==> config.mk <==
export PLATFORM = sky130hd
export DESIGN_NAME = gpio_in_bus_flat
export DESIGN_NICKNAME = d
export VERILOG_FILES = /design/src/rtl/gpio_in_pkg.sv /design/src/rtl/gpio_in_bus_if.sv /design/src/rtl/gpio_in_debounce.sv /design/src/rtl/gpio_in_bus.sv /design/src/flat_wrapper.sv
export SDC_FILE = /design/constraint.sdc
export NUM_CORES = 1
export LEC_CHECK = 0
export BUFFER_PORTS_ARGS = -buffer_cell sky130_fd_sc_hd__buf_2
export CAP_MARGIN = 20
export CORE_ASPECT_RATIO = 1.4
export CORE_MARGIN = 5
export CORE_UTILIZATION = 40
export CTS_BUF_LIST = sky130_fd_sc_hd__clkbuf_16
export CTS_CLUSTER_SIZE = 10
export DETAILED_ROUTE_END_ITERATION = 12
export HOLD_SLACK_MARGIN = 0.02
export PLACE_DENSITY = 0.75
export SLEW_MARGIN = 25
export SYNTH_ARGS = -nofsm -noshare
export SYNTH_HDL_FRONTEND = slang
export SYNTH_HIERARCHICAL = 1
export SYNTH_SLANG_ARGS = --single-unit
==> constraint.sdc <==
create_clock -name clk -period 2.1 [get_ports clk]
set_input_delay 0.21 -clock clk [delete_from_list [all_inputs] [get_ports clk]]
set_output_delay 0.21 -clock clk [all_outputs]
set_load 0.01 [all_outputs]
==> src/rtl/gpio_in_pkg.sv <==
// Shared definitions for the GPIO input peripheral: register indices and reset values.
package gpio_in_pkg;

  localparam logic [2:0] ADDR_DATA     = 3'd0;
  localparam logic [2:0] ADDR_STATUS   = 3'd1;
  localparam logic [2:0] ADDR_IRQ_EN   = 3'd2;
  localparam logic [2:0] ADDR_RISE_EN  = 3'd3;
  localparam logic [2:0] ADDR_FALL_EN  = 3'd4;
  localparam logic [2:0] ADDR_DEBOUNCE = 3'd5;

  // Every register in the block resets to zero; sliced to the needed width at use.
  localparam logic [31:0] RST_REG      = 32'h0000_0000;
  localparam logic [31:0] RST_DEBOUNCE = 32'h0000_0000;

endpackage

==> src/rtl/gpio_in_bus_if.sv <==
// Peripheral bus shared with the GPIO output block: chip enable, write strobe,
// 3-bit register index, 32-bit write data and combinational read data.
interface gpio_in_bus_if;
  logic        ce;
  logic        we;
  logic [2:0]  addr;
  logic [31:0] din;
  logic [31:0] dout;

  modport master (output ce, output we, output addr, output din, input dout);
  modport slave  (input ce, input we, input addr, input din, output dout);
endinterface

==> src/rtl/gpio_in_debounce.sv <==
// Per-pin debounce filter. With GPIO_IN_DEBOUNCE_EN defined the output only
// follows the synchronized input after it has disagreed for threshold+1
// consecutive cycles; otherwise it is a plain one-cycle register.
module gpio_in_debounce #(
  parameter int DB_W = 16
) (
  input  logic            clk,
  input  logic            rst,
  input  logic            i_s2,
  input  logic [DB_W-1:0] i_threshold,
  output logic            o_stable
);

  logic r_stable;

`ifdef GPIO_IN_DEBOUNCE_EN
  logic [DB_W-1:0] r_cnt;

  // Count disagreement cycles; >= keeps the counter bounded if the threshold shrinks mid-count
  always_ff @(posedge clk or negedge rst) begin
    if (!rst) begin
      r_cnt    <= {DB_W{1'b0}};
      r_stable <= 1'b0;
    end else if (i_s2 == r_stable) begin
      r_cnt    <= {DB_W{1'b0}};
    end else if (r_cnt >= i_threshold) begin
      r_stable <= i_s2;
      r_cnt    <= {DB_W{1'b0}};
    end else begin
      r_cnt    <= r_cnt + DB_W'(1);
    end
  end
`else
  logic w_unused_threshold;
  assign w_unused_threshold = ^i_threshold;

  // Without debounce the stable state simply follows the synchronizer output
  always_ff @(posedge clk or negedge rst) begin
    if (!rst) begin
      r_stable <= 1'b0;
    end else begin
      r_stable <= i_s2;
    end
  end
`endif

  assign o_stable = r_stable;

endmodule

==> src/rtl/gpio_in_bus.sv <==
// GPIO input peripheral: 2-FF synchronizer, per-pin debounce, edge detection
// into a sticky W1C status register and a registered, maskable level irq.
// Build option: define GPIO_IN_DEBOUNCE_EN to include the debounce counters and
// the DEBOUNCE register; without it DEBOUNCE reads 0 and latency is fixed at 3.
module gpio_in_bus
  import gpio_in_pkg::*;
#(
  parameter int WIDTH = 8,
  parameter int DB_W  = 16
) (
  input  logic             clk,
  input  logic             rst,
  gpio_in_bus_if.slave     bus,
  input  logic [WIDTH-1:0] gpio_in,
  output logic             irq
);

  logic [WIDTH-1:0] r_s1;
  logic [WIDTH-1:0] r_s2;
  logic [WIDTH-1:0] r_prev;
  logic [WIDTH-1:0] r_status;
  logic [WIDTH-1:0] r_irq_en;
  logic [WIDTH-1:0] r_rise_en;
  logic [WIDTH-1:0] r_fall_en;
  logic             r_irq;
  logic [WIDTH-1:0] w_stable;
  logic [WIDTH-1:0] w_edge;
  logic [WIDTH-1:0] w_clr;
  logic [DB_W-1:0]  w_threshold;
  logic             w_wr;
  logic [31:0]      w_rdata;
  logic             w_unused_din;

  assign w_wr         = bus.ce & bus.we;
  assign w_unused_din = ^bus.din;

`ifdef GPIO_IN_DEBOUNCE_EN
  logic [DB_W-1:0] r_debounce;
  assign w_threshold = r_debounce;
`else
  assign w_threshold = {DB_W{1'b0}};
`endif

  // Two-stage synchronizer for the asynchronous pins
  always_ff @(posedge clk or negedge rst) begin
    if (!rst) begin
      r_s1 <= RST_REG[WIDTH-1:0];
      r_s2 <= RST_REG[WIDTH-1:0];
    end else begin
      r_s1 <= gpio_in;
      r_s2 <= r_s1;
    end
  end

  for (genvar gi = 0; gi < WIDTH; gi++) begin : g_pin
    gpio_in_debounce #(.DB_W(DB_W)) u_db (
      .clk         (clk),
      .rst         (rst),
      .i_s2        (r_s2[gi]),
      .i_threshold (w_threshold),
      .o_stable    (w_stable[gi])
    );
  end

  // Enabled transitions of the debounced state; set beats a same-cycle clear
  assign w_edge = (w_stable & ~r_prev & r_rise_en) | (~w_stable & r_prev & r_fall_en);
  assign w_clr  = (w_wr && (bus.addr == ADDR_STATUS)) ? bus.din[WIDTH-1:0] : {WIDTH{1'b0}};

  // Remember last stable state and accumulate sticky edge flags
  always_ff @(posedge clk or negedge rst) begin
    if (!rst) begin
      r_prev   <= RST_REG[WIDTH-1:0];
      r_status <= RST_REG[WIDTH-1:0];
    end else begin
      r_prev   <= w_stable;
      r_status <= (r_status & ~w_clr) | w_edge;
    end
  end

  // Software-writable control registers; DATA and unused indices ignore writes
  always_ff @(posedge clk or negedge rst) begin
    if (!rst) begin
      r_irq_en   <= RST_REG[WIDTH-1:0];
      r_rise_en  <= RST_REG[WIDTH-1:0];
      r_fall_en  <= RST_REG[WIDTH-1:0];
`ifdef GPIO_IN_DEBOUNCE_EN
      r_debounce <= RST_DEBOUNCE[DB_W-1:0];
`endif
    end else if (w_wr) begin
      case (bus.addr)
        ADDR_IRQ_EN:   r_irq_en   <= bus.din[WIDTH-1:0];
        ADDR_RISE_EN:  r_rise_en  <= bus.din[WIDTH-1:0];
        ADDR_FALL_EN:  r_fall_en  <= bus.din[WIDTH-1:0];
`ifdef GPIO_IN_DEBOUNCE_EN
        ADDR_DEBOUNCE: r_debounce <= bus.din[DB_W-1:0];
`endif
        default:       r_irq_en   <= r_irq_en;
      endcase
    end
  end

  // Level interrupt, registered one cycle behind STATUS
  always_ff @(posedge clk or negedge rst) begin
    if (!rst) begin
      r_irq <= 1'b0;
    end else begin
      r_irq <= |(r_status & r_irq_en);
    end
  end

  assign irq = r_irq;

  // Combinational read mux; zero whenever not a read cycle
  always_comb begin
    w_rdata = 32'h0000_0000;
    if (bus.ce && !bus.we) begin
      case (bus.addr)
        ADDR_DATA:     w_rdata = 32'(w_stable);
        ADDR_STATUS:   w_rdata = 32'(r_status);
        ADDR_IRQ_EN:   w_rdata = 32'(r_irq_en);
        ADDR_RISE_EN:  w_rdata = 32'(r_rise_en);
        ADDR_FALL_EN:  w_rdata = 32'(r_fall_en);
`ifdef GPIO_IN_DEBOUNCE_EN
        ADDR_DEBOUNCE: w_rdata = 32'(r_debounce);
`endif
        default:       w_rdata = 32'h0000_0000;
      endcase
    end else begin
      w_rdata = 32'h0000_0000;
    end
  end

  assign bus.dout = w_rdata;

endmodule
==> src/flat_wrapper.sv <==
// flat-port wrapper written by rule: the top's interface ports become plain ports
module gpio_in_bus_flat import gpio_in_pkg::*;
#(
  parameter int WIDTH = 8,
  parameter int DB_W  = 16
)
  (clk, rst, gpio_in, irq, bus_ce, bus_we, bus_addr, bus_din, bus_dout);
  gpio_in_bus_if bus_i ();
  input  logic clk;
  input  logic rst;
  input  logic [WIDTH-1:0] gpio_in;
  output logic irq;
  input wire logic [$bits(bus_i.ce)-1:0] bus_ce;
  input wire logic [$bits(bus_i.we)-1:0] bus_we;
  input wire logic [$bits(bus_i.addr)-1:0] bus_addr;
  input wire logic [$bits(bus_i.din)-1:0] bus_din;
  output wire logic [$bits(bus_i.dout)-1:0] bus_dout;
  assign bus_i.ce = bus_ce;
  assign bus_i.we = bus_we;
  assign bus_i.addr = bus_addr;
  assign bus_i.din = bus_din;
  assign bus_dout = bus_i.dout;
  gpio_in_bus #(.WIDTH(WIDTH), .DB_W(DB_W)) u_core (.clk(clk), .rst(rst), .bus(bus_i), .gpio_in(gpio_in), .irq(irq));
endmodule
Yosys cells after proc, flatten, opt, wreduce, memory -nomap -nowiden
Cells that the tools add are included.
{"block": "op_classes", "reduce_logical": 8, "mux": 3, "div": 0, "bitwise": 12, "n_addsub": 0, "mul": 0, "shifts": 0, "eq_ne": 4, "magnitude_cmp": 0}
{"op": "8-bit bitwise AND", "count": 6}
{"op": "8-bit case mux with 5 select lines", "count": 1}
{"op": "8-bit inverter", "count": 3}
{"op": "8-bit two-way mux", "count": 2}
{"op": "8-bit bitwise OR", "count": 2}
{"op": "8-bit OR reduction", "count": 1}
{"op": "3-bit by 2-bit equality test with 1-bit output, second input constant", "count": 2}
{"op": "2-bit AND reduction", "count": 3}
{"op": "3-bit by 1-bit equality test with 1-bit output, second input constant", "count": 1}
{"op": "3-bit equality test, second input constant", "count": 1}
{"op": "3-bit zero test", "count": 1}
{"op": "1-bit logical AND", "count": 2}
{"op": "1-bit bitwise AND", "count": 1}
{"op": "1-bit zero test", "count": 1}
{"block": "totals", "mem_bits_rw": 0, "n_memories": 0, "latch_bits": 0, "reg_bits": 65, "mem_bits_ro": 0, "output_inout_bits": 33, "in_bits": 47, "word_cells": 43}

Longest topological paths before layout
{"block": "logic_depth", "depth_word": 6, "mapped_depth": 5, "mapped_depth_nobuf": 3}

Modules after synthesis
The synthesis kept the hierarchy.
{"module": "gpio_in_bus", "area_per_inst_um2": 2700.1, "n_inst": 1, "seq_area_each_um2": 1426.4, "cells_each": 229}
{"module": "gpio_in_debounce", "area_per_inst_um2": 25.0, "n_inst": 8, "seq_area_each_um2": 25.0, "cells_each": 1}

Worst setup path after synthesis
Ideal clock, no wire load.
{"block": "synth_path", "kind": "in2out", "from": "input port bus_addr[0]", "to": "output port bus_dout[2]", "arrival_ps": 1083, "stages": 5, "setup_slack_ps": 807, "t_required_ps": 1890, "n_path_buf": 2, "cell_sequence": "buf_2 > buf_2 > mux2i_1 > o32ai_1 > o21a_1"}
{"block": "synth_between", "elab_chain_cells": 3, "elab_cells_between_ends": 7, "cone_classes": "4 x eq/ne; 2 x mux; 1 x reduce/logical"}
{"item": "from (decl)", "line": "flat_wrapper.sv:15", "rtl": "input wire logic [$bits(bus_i.addr)-1:0] bus_addr;"}
{"item": "3-bit equality test, or another cell as far along", "line": "gpio_in_bus.sv:117", "rtl": "case (bus.addr)"}
{"item": "8-bit case mux with 5 select lines *", "line": "gpio_in_bus.sv:117"}
{"item": "8-bit two-way mux *", "line": "gpio_in_bus.sv:116", "rtl": "if (bus.ce && !bus.we) begin"}
{"item": "to (decl)", "line": "flat_wrapper.sv:17", "rtl": "output wire logic [$bits(bus_i.dout)-1:0] bus_dout;"}
Every way passes the cells marked *; elsewhere a longest branch is shown, timed or not.

Worst setup path after layout
{"block": "layout_path", "from": "input port bus_addr[2]", "to": "output port bus_dout[2]"}
Same word-level chain as after synthesis.

==> metrics <==
status complete, no violations; area occupied by multi-input gates 1060 µm²; CTS H-tree depth 3; share of the core filled with cells 0.485; IR drop worst, VDD 0.000397 V; Slew @ Worst Pin 0.581 ns; layout filler cell count 679; Core ar. 7030 µm²; Internal approximately 2.4 mW; clk root buf clkbuf_16; Vias 1920; critical path startpoint category input port; Tcrit/Tclk final 0.772; logic gate share of total power 0.123; Seq/Total Area, Yosys 0.561; clock sinks 65; chip height roughly 110 µm; routability cong. roughly 0.80; die area 9080 µm²; synthesized area 2900 µm²; Die Wd approximately 82 µm; # diodes 0; crit-path max FO 23; initial antenna violation count 0; post-CTS setup buffers 0; Post-CTS Hold Fix Bufs 9; synth warn 6; Worst setup EP type output pin; clock power share 0.394; RSZ-0062 raised after global routing no; Fin. Hold Viols 0; layout cells sized above 1 0.228; Cell variety after synth 33; register area 1630 µm²; Area Growth Syn to Fin 17.5%; setup TNS 0 ns; DRT iter0 DRCs about 160; Worst slew margin 0.613; total track usage 0.145; PwrDens 934 nW/µm²; CTS tree built; cts repair resizes 0; # nets final 327; Sw Share 0.251; routed len/inst approximately 16 µm; drt drc 0; CP Data Required Time 1.89 ns; Placed Area approximately 3100 µm²; vias per std cell between 5 and 6; Max clock buf depth 2; Avg Inst Size Synth 12.2 µm²; design area between 3000 and 4000 µm²; Rows 36; initial core utilization 0.413; sw power 0.799 mW; Clk Latency, worst-skew pair 0.32 ns; Initial DRT Pass Iterations 4; # placed instances 355; sequential share of power 0.483; HPWL Detailed 4.06 mm; Clk pin slew, worst setup/hold paths ~0.05 ns; first-pass GRT wire length around 10 mm; largest net degree at the start of global routing 42; Crit Path Category input port to output pin; post-route antenna net violation count 0; Post-Layout Cell Count 380; number of global-route vias before repair 1972; Syn Inst Count 237; #FFs+latches synth 65; Static Leak about 1.6 nW; fin crit period 1.62 ns; Max Slew Vio Count 0; Inserted Clock Buffers 9; final setup vio count 0; I/O pin count 80; IO Port Bufs 31; CP Data Arrival Time 1.41 ns; fmax 617 MHz; max-capacitance violation count 0; drt total wl 6.04 mm; Final Skew 0.00266 ns; HP Class input port to flop; global route total overflow 0
[sequential cells by signal, indices dropped and copies added, names as in the netlist]
register,flops
u_core/r_prev,8
u_core/r_irq_en,8
u_core/r_s1,8
u_core/r_rise_en,8
u_core/r_status,8
u_core/r_fall_en,8
u_core/irq,1
u_core/r_s2,8
u_core/g_pin.u_db/o_stable,8
[per-stage QoR]
step	hold WS [ns]	setup WS (ns)	power [mW]
CTS	0.138	0.468	3.22
global placement	0.238	0.400	1.91
floorplan	-0.0856	0.807	1.82
detailed placement	0.247	0.362	1.93
global route	0.151	0.390	3.34
finish	0.148	0.478	3.18
[cells in the final DEF, fill, tap and decap left out]
cell type	instances
dfrtp_1	65
buf_2	31
conb_1	24
nand3b_1	18
inv_1	16
mux2_2	15
clkbuf_16	9
dlygate4sd3_1	9
mux2_1	9
a21oi_1	8
mux2i_1	8
o21a_1	8
nand2_1	8
o32ai_1	7
nor2_1	6
o31a_1	6
a311o_1	6
clkinv_1	4
a22oi_1	4
buf_4	3
clkinv_2	2
nand4b_1	2
o21ai_0	2
nand2b_1	2
o31ai_1	2
o211ai_1	2
or2_2	1
and3b_1	1
nand3_1	1
nand4_1	1
and4b_1	1
nor2b_2	1
nand2_2	1
nor2_4	1
buf_12	1
[power groups by stage]
stage	logic, mW	registers [mW]	clock network, mW
finish	0.393	1.54	1.25
CTS	0.396	1.53	1.29
global route	0.442	1.55	1.35
global placement	0.361	1.54	0
detailed placement	0.380	1.55	0
floorplan	0.303	1.51	0
[cell type report]
| type | instances | area share |
|---|---|---|
| repair buffers | 44 | 0.0844 |
| clock inverters | 7 | 0.00844 |
| clock buffers | 9 | 0.0661 |
| flip-flops and latches | 65 | 0.477 |
| multi-input cells | 145 | 0.312 |
| inverters | 15 | 0.0165 |
| well taps | 95 | 0.0349 |
[cells in the mapped netlist]
| cell type | instances | area (µm²) |
|---|---|---|
| a21oi_1 | 8 | 40.0 |
| a22oi_1 | 4 | 30.0 |
| a311o_1 | 6 | 60.1 |
| and3b_1 | 1 | 8.76 |
| and4b_1 | 1 | 10.0 |
| buf_2 | 7 | 35.0 |
| buf_4 | 24 | 180 |
| buf_6 | 1 | 11.3 |
| clkbuf_1 | 2 | 7.51 |
| clkbuf_2 | 1 | 5.00 |
| conb_1 | 1 | 3.75 |
| dfrtp_1 | 65 | 1630 |
| inv_1 | 15 | 56.3 |
| mux2_1 | 9 | 101 |
| mux2_2 | 15 | 169 |
| mux2i_1 | 8 | 80.1 |
| nand2_1 | 8 | 30.0 |
| nand2_2 | 1 | 6.26 |
| nand2b_1 | 2 | 12.5 |
| nand3_1 | 1 | 5.00 |
| nand3b_1 | 18 | 135 |
| nand4_1 | 1 | 6.26 |
| nand4b_1 | 2 | 17.5 |
| nor2_1 | 6 | 22.5 |
| nor2_4 | 1 | 11.3 |
| nor2b_2 | 1 | 8.76 |
| o211ai_1 | 2 | 15.0 |
| o21a_1 | 8 | 60.1 |
| o21ai_0 | 2 | 10.0 |
| o31a_1 | 6 | 52.6 |
| o31ai_1 | 2 | 15.0 |
| o32ai_1 | 7 | 61.3 |
| or2_2 | 1 | 6.26 |
[cells by family (layout without fill, tap and decap cells)]
group / count (synthesis) / in the layout / share of synthesized area
other: 1 / 24 / 0.00129
buffers and inverters: 50 / 75 / 0.102
and+or+nand+nor: 44 / 44 / 0.0966
muxes: 32 / 32 / 0.121
DFF: 65 / 65 / 0.561
AOI/OAI and AO/OA: 45 / 45 / 0.119
[layer usage]
metal	vias up	global-route usage	part of all wire	routed length (µm)
met1	962	0.172	0.39	2370
met2	65	0.230	0.52	3130
met5	-	0	0	0
met4	0	0.0721	0.021	124
li1	884	-	-	-
met3	9	0.0504	0.069	417
[critical path, stage by stage]
cell and delay (ns):
buf_2 0.22, or2_2 0.42, o32ai_1 0.26, o21a_1 0.16, buf_2 0.13
[worst paths after layout]
path | startpoint | endpoint | slack [ns] | depth (start not counted)
max | bus_addr[2] | bus_dout[2] | 0.48 | 5
min | bus_din[3] | u_core/r_irq_en[3] | 0.15 | 2
max reg2reg | u_core/g_pin[1].u_db/o_stable | u_core/r_status[1] | 1.15 | 3
min reg2reg | u_core/r_s2[0] | u_core/g_pin[0].u_db/o_stable | 0.34 | 0
max in group asynchronous | rst | u_core/r_prev[3] | 1.06 | 3
min in group asynchronous | rst | u_core/r_status[7] | 0.43 | 2
Power figures use the tool's default switching activity.
